==> src/rtl/alu_iter.sv <==
// alu_iter: single-cycle logic/arith ALU with an iterative radix-2 unsigned multiply.
// Latency: 1 edge for AND/OR/ADD/SUB/SLT/NOR; MULTU results appear WIDTH+1 cycles after accept.
// Backpressure: ready_o=0 while a multiply runs; start_i is dropped (not queued) when not ready.
// Ports: clk_i/rst_n clock and async active-low reset; start_i/op_i/src1_i/src2_i request;
//        ready_o/busy_o status; valid_o one-cycle result strobe; result_o/hi_o/zero_o/overflow_o
//        registered results held between strobes.
module alu_iter #(
  parameter int WIDTH  = 32,
  parameter bit MUL_EN = 1'b1
) (
  input  logic             clk_i,
  input  logic             rst_n,
  input  logic             start_i,
  input  logic [3:0]       op_i,
  input  logic [WIDTH-1:0] src1_i,
  input  logic [WIDTH-1:0] src2_i,
  output logic             ready_o,
  output logic             busy_o,
  output logic             valid_o,
  output logic [WIDTH-1:0] result_o,
  output logic [WIDTH-1:0] hi_o,
  output logic             zero_o,
  output logic             overflow_o
);

  localparam int CW = $clog2(WIDTH + 1);

  localparam logic [3:0] OP_AND   = 4'b0000;
  localparam logic [3:0] OP_OR    = 4'b0001;
  localparam logic [3:0] OP_ADD   = 4'b0010;
  localparam logic [3:0] OP_SUB   = 4'b0110;
  localparam logic [3:0] OP_SLT   = 4'b0111;
  localparam logic [3:0] OP_NOR   = 4'b1100;
  localparam logic [3:0] OP_MULTU = 4'b1000;

  typedef enum logic {
    IDLE = 1'b0,
    MUL  = 1'b1
  } state_t;

  state_t state, state_nxt;

  logic [CW-1:0]        cnt;
  logic [WIDTH-1:0]     mcand;
  // Low half starts as the multiplier and is shifted out LSB-first while the
  // partial product grows into the upper half.
  logic [2*WIDTH-1:0]   prod;
  logic [WIDTH:0]       add_hi;

  logic                 accept;
  logic                 is_mul;
  logic                 mul_done;

  logic [WIDTH-1:0]     sum;
  logic [WIDTH-1:0]     diff;
  logic                 add_ovf;
  logic                 sub_ovf;
  logic                 slt;
  logic [WIDTH-1:0]     alu_res;
  logic                 alu_ovf;

  assign ready_o  = (state == IDLE);
  assign busy_o   = ~ready_o;
  assign accept   = start_i && (state == IDLE);
  assign is_mul   = MUL_EN && (op_i == OP_MULTU);
  // One extra cycle after the last shift step is spent writing the result.
  assign mul_done = (state == MUL) && (cnt == CW'(WIDTH));

  always_ff @(posedge clk_i or negedge rst_n) begin
    if (!rst_n) begin
      state <= IDLE;
    end else begin
      state <= state_nxt;
    end
  end

  always_comb begin
    state_nxt = state;
    case (state)
      IDLE:    if (accept && is_mul) state_nxt = MUL;
      MUL:     if (mul_done) state_nxt = IDLE;
      default: state_nxt = IDLE;
    endcase
  end

  // Single-cycle ALU
  always_comb begin
    sum     = src1_i + src2_i;
    diff    = src1_i - src2_i;
    add_ovf = (src1_i[WIDTH-1] == src2_i[WIDTH-1]) && (sum[WIDTH-1] != src1_i[WIDTH-1]);
    sub_ovf = (src1_i[WIDTH-1] != src2_i[WIDTH-1]) && (diff[WIDTH-1] != src1_i[WIDTH-1]);
    // Sign of the difference is wrong exactly when the subtraction overflowed.
    slt     = diff[WIDTH-1] ^ sub_ovf;
    alu_res = '0;
    alu_ovf = 1'b0;
    case (op_i)
      OP_AND: alu_res = src1_i & src2_i;
      OP_OR:  alu_res = src1_i | src2_i;
      OP_ADD: begin
        alu_res = sum;
        alu_ovf = add_ovf;
      end
      OP_SUB: begin
        alu_res = diff;
        alu_ovf = sub_ovf;
      end
      OP_SLT: alu_res = {{(WIDTH-1){1'b0}}, slt};
      OP_NOR: alu_res = ~(src1_i | src2_i);
      default: begin
        alu_res = '0;
        alu_ovf = 1'b0;
      end
    endcase
  end

  // Shift-add step: conditionally add the multiplicand into the upper half,
  // keeping the carry so the right shift loses nothing.
  always_comb begin
    add_hi = {1'b0, prod[2*WIDTH-1:WIDTH]};
    if (prod[0]) add_hi = {1'b0, prod[2*WIDTH-1:WIDTH]} + {1'b0, mcand};
  end

  always_ff @(posedge clk_i or negedge rst_n) begin
    if (!rst_n) begin
      cnt        <= '0;
      mcand      <= '0;
      prod       <= '0;
      valid_o    <= 1'b0;
      result_o   <= '0;
      hi_o       <= '0;
      zero_o     <= 1'b1;
      overflow_o <= 1'b0;
    end else begin
      valid_o <= 1'b0;
      if (accept) begin
        if (is_mul) begin
          mcand <= src1_i;
          prod  <= {{WIDTH{1'b0}}, src2_i};
          cnt   <= '0;
        end else begin
          result_o   <= alu_res;
          hi_o       <= '0;
          zero_o     <= (alu_res == '0);
          overflow_o <= alu_ovf;
          valid_o    <= 1'b1;
        end
      end else if (state == MUL) begin
        if (mul_done) begin
          result_o   <= prod[WIDTH-1:0];
          hi_o       <= prod[2*WIDTH-1:WIDTH];
          zero_o     <= (prod[WIDTH-1:0] == '0);
          overflow_o <= 1'b0;
          valid_o    <= 1'b1;
          cnt        <= '0;
        end else begin
          prod <= {add_hi, prod[WIDTH-1:1]};
          cnt  <= cnt + CW'(1);
        end
      end
    end
  end

endmodule

==> config.mk <==
export PLATFORM = sky130hd
export DESIGN_NAME = alu_iter
export DESIGN_NICKNAME = d
export VERILOG_FILES = /design/src/rtl/alu_iter.sv
export SDC_FILE = /design/constraint.sdc
export NUM_CORES = 1
export LEC_CHECK = 0
export CAP_MARGIN = 20
export CORE_MARGIN = 5
export CORE_UTILIZATION = 40
export DETAILED_ROUTE_END_ITERATION = 6
export GPL_ROUTABILITY_DRIVEN = 0
export PLACE_DENSITY_LB_ADDON = 0.05
export SLEW_MARGIN = 20
export SYNTH_ARGS = -nofsm -noshare
export SYNTH_HDL_FRONTEND = slang
export SYNTH_SLANG_ARGS = --single-unit
==> constraint.sdc <==
create_clock -name clk_i -period 3.5 [get_ports clk_i]
set_input_delay 0.35 -clock clk_i [delete_from_list [all_inputs] [get_ports clk_i]]
set_output_delay 0.35 -clock clk_i [all_outputs]
set_load 0.05 [all_outputs]
==> out/metrics.csv, run 1 <==
stage;metric;value;unit
run_status;outcome;finished, violations left;
run_status;violations in the final reports;setup timing;
logic_synthesis;Mapped Nets;1967;
power;power per cell area;548.6;nW/um^2
critical_path;required time at the endpoint of the critical path;3870;ps
sta;final hold viol count;0;
drt;DRC violation total after the first TritonRoute iteration;1213;
critical_path;critical setup path kind;input pin to flop;
cts;CTS tree;yes;
power;Flop pwr share;30.1;%
logic_synthesis;post-synth design cell area;13820;um^2
place;buffers added on ports;139;
logic_synthesis;primary flip-flop cell chosen by synthesis mapping;dfrtp_1;
sta;final number of setup-violating endpoints;1;
sta;slew at the pin closest to its max-slew limit;660.7;ps
min_path;Hold Crit Class;input pin to flop;
cts;CTS root buf;clkbuf_16;
die;horizontal die dimension;195.9;um
finish;fraction of final layout cells sized beyond drive strength 1;28.81;%
place;HPWL reported at the end of detailed placement;41080;um
logic_synthesis;synthesized netlist cell count;1755;
drt;average detailed-routed wire length per instance;19.34;um
cts;total number of H-tree levels;4;
cts;clock slew seen by the registers of the worst setup and hold paths;80;ps
global_routing;number of antenna violations at the first check in global routing;1;
critical_path;worst stage delay on the critical path;520;ps
power;combinational fraction of design power;53.0;%
finish;nets@finish;2448;
finish;share of the core filled with cells;58.65;%
drt;number of search-and-repair iterations in the first detailed-routing pass;5;
power;net load switching power;4.925;mW
die;Cell Rows;68;
finish;Area Growth Syn to Fin;45.53;%
drt;DR vias;14859;
sta;total count of max-transition violations in the final report;0;
drt;remaining design rule violation count;0;
logic_synthesis;mean cell area of the mapped netlist;7.874;um^2
critical_path;largest fanout on the critical path;4;
finish;antenna diode count;0;
logic_synthesis;Synth Register Bits;170;
critical_path;CP Launch Type;input pin;
die;I/O pin count;140;
logic_synthesis;share of synthesized area occupied by flip-flops and latches;30.80;%
cts;Clock Latency Late Sink;440;ps
critical_path;Critical Path Slowest Stage Cell;or4_4;
sta;fmax;231.4;MHz
sta;RSZ-0062 raised after global routing;yes;
drt;Post-DRT Antenna Nets;0;
sta;final worst path period need;4321;ps
logic_synthesis;synthesis warning total;0;
min_path;hold wc startpoint;src1_i[1];
cts;clock buffer count from CTS;17;
critical_path;Worst Setup SP;src1_i[8];
sta;setup ws final;-821.5;ps
global_routing;Congestion Overflow GR;0;
run;Max-cap violations;0;
critical_path;crit-path cells;buf_4 -> inv_2 -> ha_4 -> nor2_4 -> a211oi_4 -> o41ai_4 -> o21ai_4 -> o21ai_4 -> o21ai_2 -> o21ai_2 -> a21oi_2 -> o21bai_1 -> a21oi_2 -> fa_2 -> a31oi_2 -> nor3b_2 -> a211oi_2 -> and4b_1 -> nand4_1 -> or4_4 -> nor4_2 -> and4_1 -> nand4_1 -> o21ai_1;
drt;routed wire length;52310;um
cts;Clock Path Buffers;2;
drt;post-detailed-route via-to-cell ratio;5.495;
critical_path;Worst setup EP type;flop;
power;net switching fraction of the power;44.64;%
die;area of the die;38360;um^2
power;leakage power of the design;9.700;nW
power;Max IR drop VDD;0.0004518;V
global_routing;pin count of the biggest net entering global routing;70;
global_routing;total track usage;26.22;%
logic_synthesis;number of enable flip-flop cells after synthesis;0;
global_routing;first-pass GRT wire length;80170;um
die;height of the die;195.9;um
sta;Worst Hold Slack;303.7;ps
die;Starting Density;40.30;%
sta;share of the clock period used by the worst path;123.5;%
critical_path;Critical R2R Launch;mcand[0]$_DFFE_PN0P_;
power;total internal power;6.107;mW
global_routing;via count of the first global-routing pass;14479;
sta;worst relative slew slack;55.95;%
die;Core Area;34290;um^2
sta;Setup Skew;18.36;ps
critical_path;CP arrival;4690;ps
logic_synthesis;async set-or-reset flop fraction in the synthesized netlist;100.0;%
logic_synthesis;number of different library cells in the post-synthesis netlist;84;
power;part of the total power dissipated in the clock network;16.9;%
cts;number of clock sinks;170;
-- placed cells by master, fill, tap and decap left out, types with 9 or more instances in the layout --
cell,instances
buf_4,406
nand2_1,262
dfrtp_1,169
nor2_1,138
o21ai_0,137
a21oi_1,108
ha_1,99
clkdlybuf4s50_1,87
nand3_1,73
inv_1,59
inv_2,49
a31oi_1,42
ha_4,33
a21o_1,29
a22oi_1,27
xnor2_1,26
dlymetal6s2s_1,26
a221oi_1,21
mux2i_1,20
nor3_1,18
nand2b_1,18
xor2_1,18
o21bai_1,17
clkbuf_16,17
a221o_1,14
o21ai_1,13
buf_6,13
nand4_1,12
a21oi_2,12
o21a_1,12
a211oi_1,12
and3_1,11
nor4_1,11
o211ai_1,10
and2_1,10
clkbuf_2,10
nor2b_1,9
-- synthesized netlist by cell type, types with 5 or more instances --
master      n  area share (%)
a221o_1    14             1.0
nor2b_1    15            0.68
nor4_1     16            0.72
ha_1      137              12
nand4_1    12            0.54
a22oi_1    27             1.5
mux2i_1    20             1.4
o211ai_1   10            0.54
nor3_1     21            0.76
a21o_1     29             1.6
nor2_1    145             3.9
o21ai_1    11            0.40
or3_1       5            0.23
and3_1     11            0.50
xnor2_1    26             1.6
o221ai_1    6            0.38
buf_2       5            0.18
o21ai_0   146             5.3
nand3_1    73             2.6
dfrtp_1   169              31
nand2_1   265             7.2
o31ai_1     8            0.43
inv_1     108             2.9
o21bai_1   18            0.98
xor2_1     18             1.1
o21a_1     12            0.65
clkbuf_1   77             2.1
o31a_1      5            0.32
nand2b_1   22             1.0
a21oi_1   120             4.3
a22o_1      5            0.32
inv_2       5            0.14
a211oi_1   16            0.87
buf_1      11            0.30
a221oi_1   23             1.5
a31oi_1    45             2.0
and2_1     10            0.45
o22ai_1     5            0.23
-- worst max-delay path: cells and delay by family --
kind / cells / cell delay (ps)
AO/OA/AOI/OAI: 12 / 1950
AND/OR/NAND/NOR: 8 / 1580
adder cells (fa/ha/maj): 2 / 590
buffers and inverters: 2 / 210
-- flip-flops by register name (all words and copies together), names as in the netlist --
name and flops:
hi_o 32, prod 64, overflow_o 1, busy_o 1
mcand 32, result_o 32, valid_o 1, cnt 6
zero_o 1
-- worst paths after layout --
| check | endpoint | slack, ps | cells past startpoint |
|---|---|---|---|
| max in group asynchronous | zero_o$_DFFE_PN1P_ | 2270 | 3 |
| min in group asynchronous | hi_o[3]$_DFFE_PN0P_ | 450 | 2 |
| worst max register to register | prod[63]$_DFFE_PN0P_ | 190 | 16 |
| worst min-delay path | mcand[1]$_DFFE_PN0P_ | 300 | 4 |
| worst max-delay path | zero_o$_DFFE_PN1P_ | -820 | 24 |
| worst min register to register | mcand[23]$_DFFE_PN0P_ | 490 | 2 |
-- what timing repair did --
item                                    4_1_cts  5_1_grt
endpoints found under the setup margin       11       11
pin swaps                                    34       66
hold buffers                                  1        0
gates cloned                                  0        0
buffers inserted                             11       21
endpoints found under the hold margin        52        0
gates resized for setup                     107      181
-- logic make-up after synthesis --
kind of cell             share of synthesized area, %
AO/OA/AOI/OAI                                   26.28
buffers and inverters                           5.668
adder cells (fa/ha/maj)                         12.98
XOR/XNOR                                        2.789
AND/OR/NAND/NOR                                 19.88
flip-flops                                      30.80
multiplexers                                    1.612
-- per-stage QoR --
stage	setup WS [ps]	std cells	instance area (um^2)	TNS (ps)	power, mW
finish	-821.5	2704	20110	-821.5	11.03
global route	-944.2	2704	20110	-1013	11.78
CTS	-852.4	2683	19510	-865.2	10.93
detailed placement	-1818	2639	18510	-11340	8.964
global placement	-1577	2639	18510	-10190	8.876
floorplan	-493.1	1755	13990	-493.1	6.793
-- layer usage --
metal  vias up  global-route usage (%)  share of wire [%]
met5         -                       0                  0
met4         0                   9.439                3.4
met3        98                   2.919                6.1
met2       496                   42.04                 45
met1      7021                   36.75                 45
li1       7244                       -                  -
-- layout make-up --
| type | count | area, um^2 |
|---|---|---|
| tap | 455 | 569.3 |
| inverter | 114 | 444.2 |
| timing repair buffer | 555 | 4621 |
| sequential | 170 | 4255 |
| multi-input combinational | 1378 | 9646 |
| clock buffer | 19 | 442.9 |
| fill | 3223 | 14180 |
| clock inverter | 13 | 131.4 |
-- power groups by stage --
stage	clock network (mW)	logic (mW)	registers (mW)
floorplan	0	3.12	3.68
global placement	0	5.54	3.33
detailed placement	0	5.62	3.34
CTS	1.90	5.72	3.31
global route	1.97	6.40	3.40
finish	1.86	5.85	3.32
Power figures use the tool's default switching activity.
==> run 2: changes to the inputs <==
--- a/config.mk
+++ b/config.mk
@@ -6,8 +6,10 @@
 export NUM_CORES = 1
 export LEC_CHECK = 0
 export CAP_MARGIN = 20
+export CORE_ASPECT_RATIO = 1.2
 export CORE_MARGIN = 5
 export CORE_UTILIZATION = 40
+export CTS_CLUSTER_DIAMETER = 120
 export DETAILED_ROUTE_END_ITERATION = 6
 export GPL_ROUTABILITY_DRIVEN = 0
 export PLACE_DENSITY_LB_ADDON = 0.05
==> out/metrics.csv, run 2 (same netlist as run 1, synthesis figures left out) <==
stage;metric;value;unit
sta;total count of max-transition violations in the final report;0;
critical_path;Critical Path Slowest Stage Cell;or4_4;
finish;multi-input combinational cell area;9612;um^2
die;Core Area;34070;um^2
sta;Setup Skew;18.67;ps
global_routing;number of antenna violations at the first check in global routing;1;
global_routing;Congestion Overflow GR;0;
die;height of the die;213.6;um
critical_path;largest fanout on the critical path;3;
sta;Worst Hold Slack;283.6;ps
place;dpl cells;2653;
sta;Setup TNS;-515.6;ps
power;total power;11.30;mW
drt;highest layer used for signal routing;met5;
finish;most used cells in the layout excluding fill and tap cells;buf_4, nand2_1, dfrtp_1;
drt;DR vias;14954;
critical_path;CP arrival;4400;ps
run;Max-cap violations;0;
critical_path;required time at the endpoint of the critical path;3890;ps
sta;final worst path period need;4016;ps
finish;final design area excluding fillers;20070;um^2
critical_path;CP Launch Type;input pin;
sta;slew at the pin closest to its max-slew limit;801.5;ps
finish;Non-Filler Instances;2704;
critical_path;critical setup path kind;input pin to flop;
finish;register with the most flip-flops;prod;
die;I/O pin count;140;
cts;clock slew seen by the registers of the worst setup and hold paths;80;ps
drt;met3 wire length;2277;um
critical_path;sum of buffers and inverters on the critical path;2;
drt;post-detailed-route via-to-cell ratio;5.530;
sta;final number of setup-violating endpoints;1;
finish;nets@finish;2448;
global_routing;via count of the first global-routing pass;14901;
finish;fillcell total;3169;
sta;RSZ-0062 raised after global routing;yes;
cts;clock buffer count from CTS;17;
drt;Post-DRT Antenna Nets;0;
cts;number of clock sinks;170;
finish;share of the core filled with cells;58.91;%
place;placed cell area;18620;um^2
die;area of the die;38380;um^2
drt;number of search-and-repair iterations in the first detailed-routing pass;6;
sta;worst relative slew slack;46.57;%
run_status;outcome;finished, violations left;
finish;flip-flop count of the largest register after layout;64;
run_status;violations in the final reports;setup timing;
power;leakage power of the design;9.543;nW
place;buffers added on ports;139;
drt;routed length on met2;26440;um
power;power per cell area;563.1;nW/um^2
min_path;Hold Crit Class;input pin to flop;
drt;remaining design rule violation count;0;
global_routing;first-pass GRT wire length;82790;um
place;pre-CTS setup slack;-1577;ps
drt;post-route met1 wirelength;22000;um
finish;fraction of final layout cells sized beyond drive strength 1;28.16;%
cts;CTS tree;yes;
critical_path;critical path's top delay family;compound AO/OA/AOI/OAI gates;
finish;Reg area;4255;um^2
drt;DRC violation total after the first TritonRoute iteration;1122;
critical_path;crit-path cells;dlygate4sd2_1 -> inv_2 -> ha_4 -> nor2b_1 -> o21ai_1 -> a21oi_4 -> nor3_2 -> a31oi_4 -> o21ai_2 -> o21ai_2 -> a21oi_2 -> o21bai_1 -> a21oi_2 -> fa_2 -> a31oi_4 -> nor3b_2 -> a211oi_2 -> and4b_1 -> nand4_1 -> or4_4 -> nor4_4 -> and4_1 -> nand4_1 -> o21ai_1;
die;horizontal die dimension;179.7;um
drt;average detailed-routed wire length per instance;19.72;um
sta;final hold viol count;0;
die;Cell Rows;74;
cts;total number of H-tree levels;4;
cts;Clock Latency Late Sink;450;ps
die;Starting Density;40.56;%
finish;Area Growth Syn to Fin;45.26;%
sta;setup ws final;-515.6;ps
place;HPWL reported at the end of detailed placement;41580;um
sta;fmax;249.0;MHz
drt;routed wire length;53320;um
global_routing;total track usage;27.10;%
finish;commonest non-fill, non-tap cell in the layout;buf_4;
sta;share of the clock period used by the worst path;114.7;%
cts;Clock Path Buffers;2;
finish;antenna diode count;0;
power;Max IR drop VDD;0.0003114;V
critical_path;Worst setup EP type;flop;
cts;CTS root buf;clkbuf_16;
global_routing;pin count of the biggest net entering global routing;72;
critical_path;worst stage delay on the critical path;470;ps
run 2: layout make-up:
type	count	area share, %
clock buffer	18	2.138
clock inverter	13	0.8851
inverter	114	2.250
multi-input combinational	1378	47.88
sequential	170	21.20
tap	456	2.842
timing repair buffer	555	22.80
run 2: report_power, final:
group          total, mW  switching (mW)  internal [mW]
Combinational       5.91            3.43           2.49
Sequential          3.34           0.726           2.61
Clock               2.05           0.911           1.14
run 2: repair_timing:
item | in CTS | in global routing
hold endpoints to repair | 69 | 0
endpoints found under the setup margin | 13 | 12
resized for setup | 198 | 91
pin swaps | 54 | 49
hold buffers | 1 | 0
buffers inserted | 17 | 3
run 2: tightest hold or removal path: stages:
cell and delay (ps):
clkbuf_2 120, buf_6 120, nand2_1 40, o21ai_0 60
run 2: final timing paths:
check / cells after the start / to / start / slack [ps]
setup / recovery: 24 / zero_o$_DFFE_PN1P_ / src1_i[24] / -520
hold / removal: 4 / mcand[1]$_DFFE_PN0P_ / src1_i[1] / 280
setup reg to reg: 16 / prod[61]$_DFFE_PN0P_ / mcand[0]$_DFFE_PN0P_ / 150
hold reg to reg: 2 / mcand[16]$_DFFE_PN0P_ / mcand[16]$_DFFE_PN0P_ / 490
max in group asynchronous: 3 / mcand[30]$_DFFE_PN0P_ / rst_n / 2090
min in group asynchronous: 2 / hi_o[3]$_DFFE_PN0P_ / rst_n / 480
run 2: per-layer routing:
layer / track usage (%) / vias up
li1: - / 7244
met4: 11.75 / 2
met3: 3.495 / 148
met5: 0 / -
met2: 49.21 / 508
met1: 32.45 / 7052
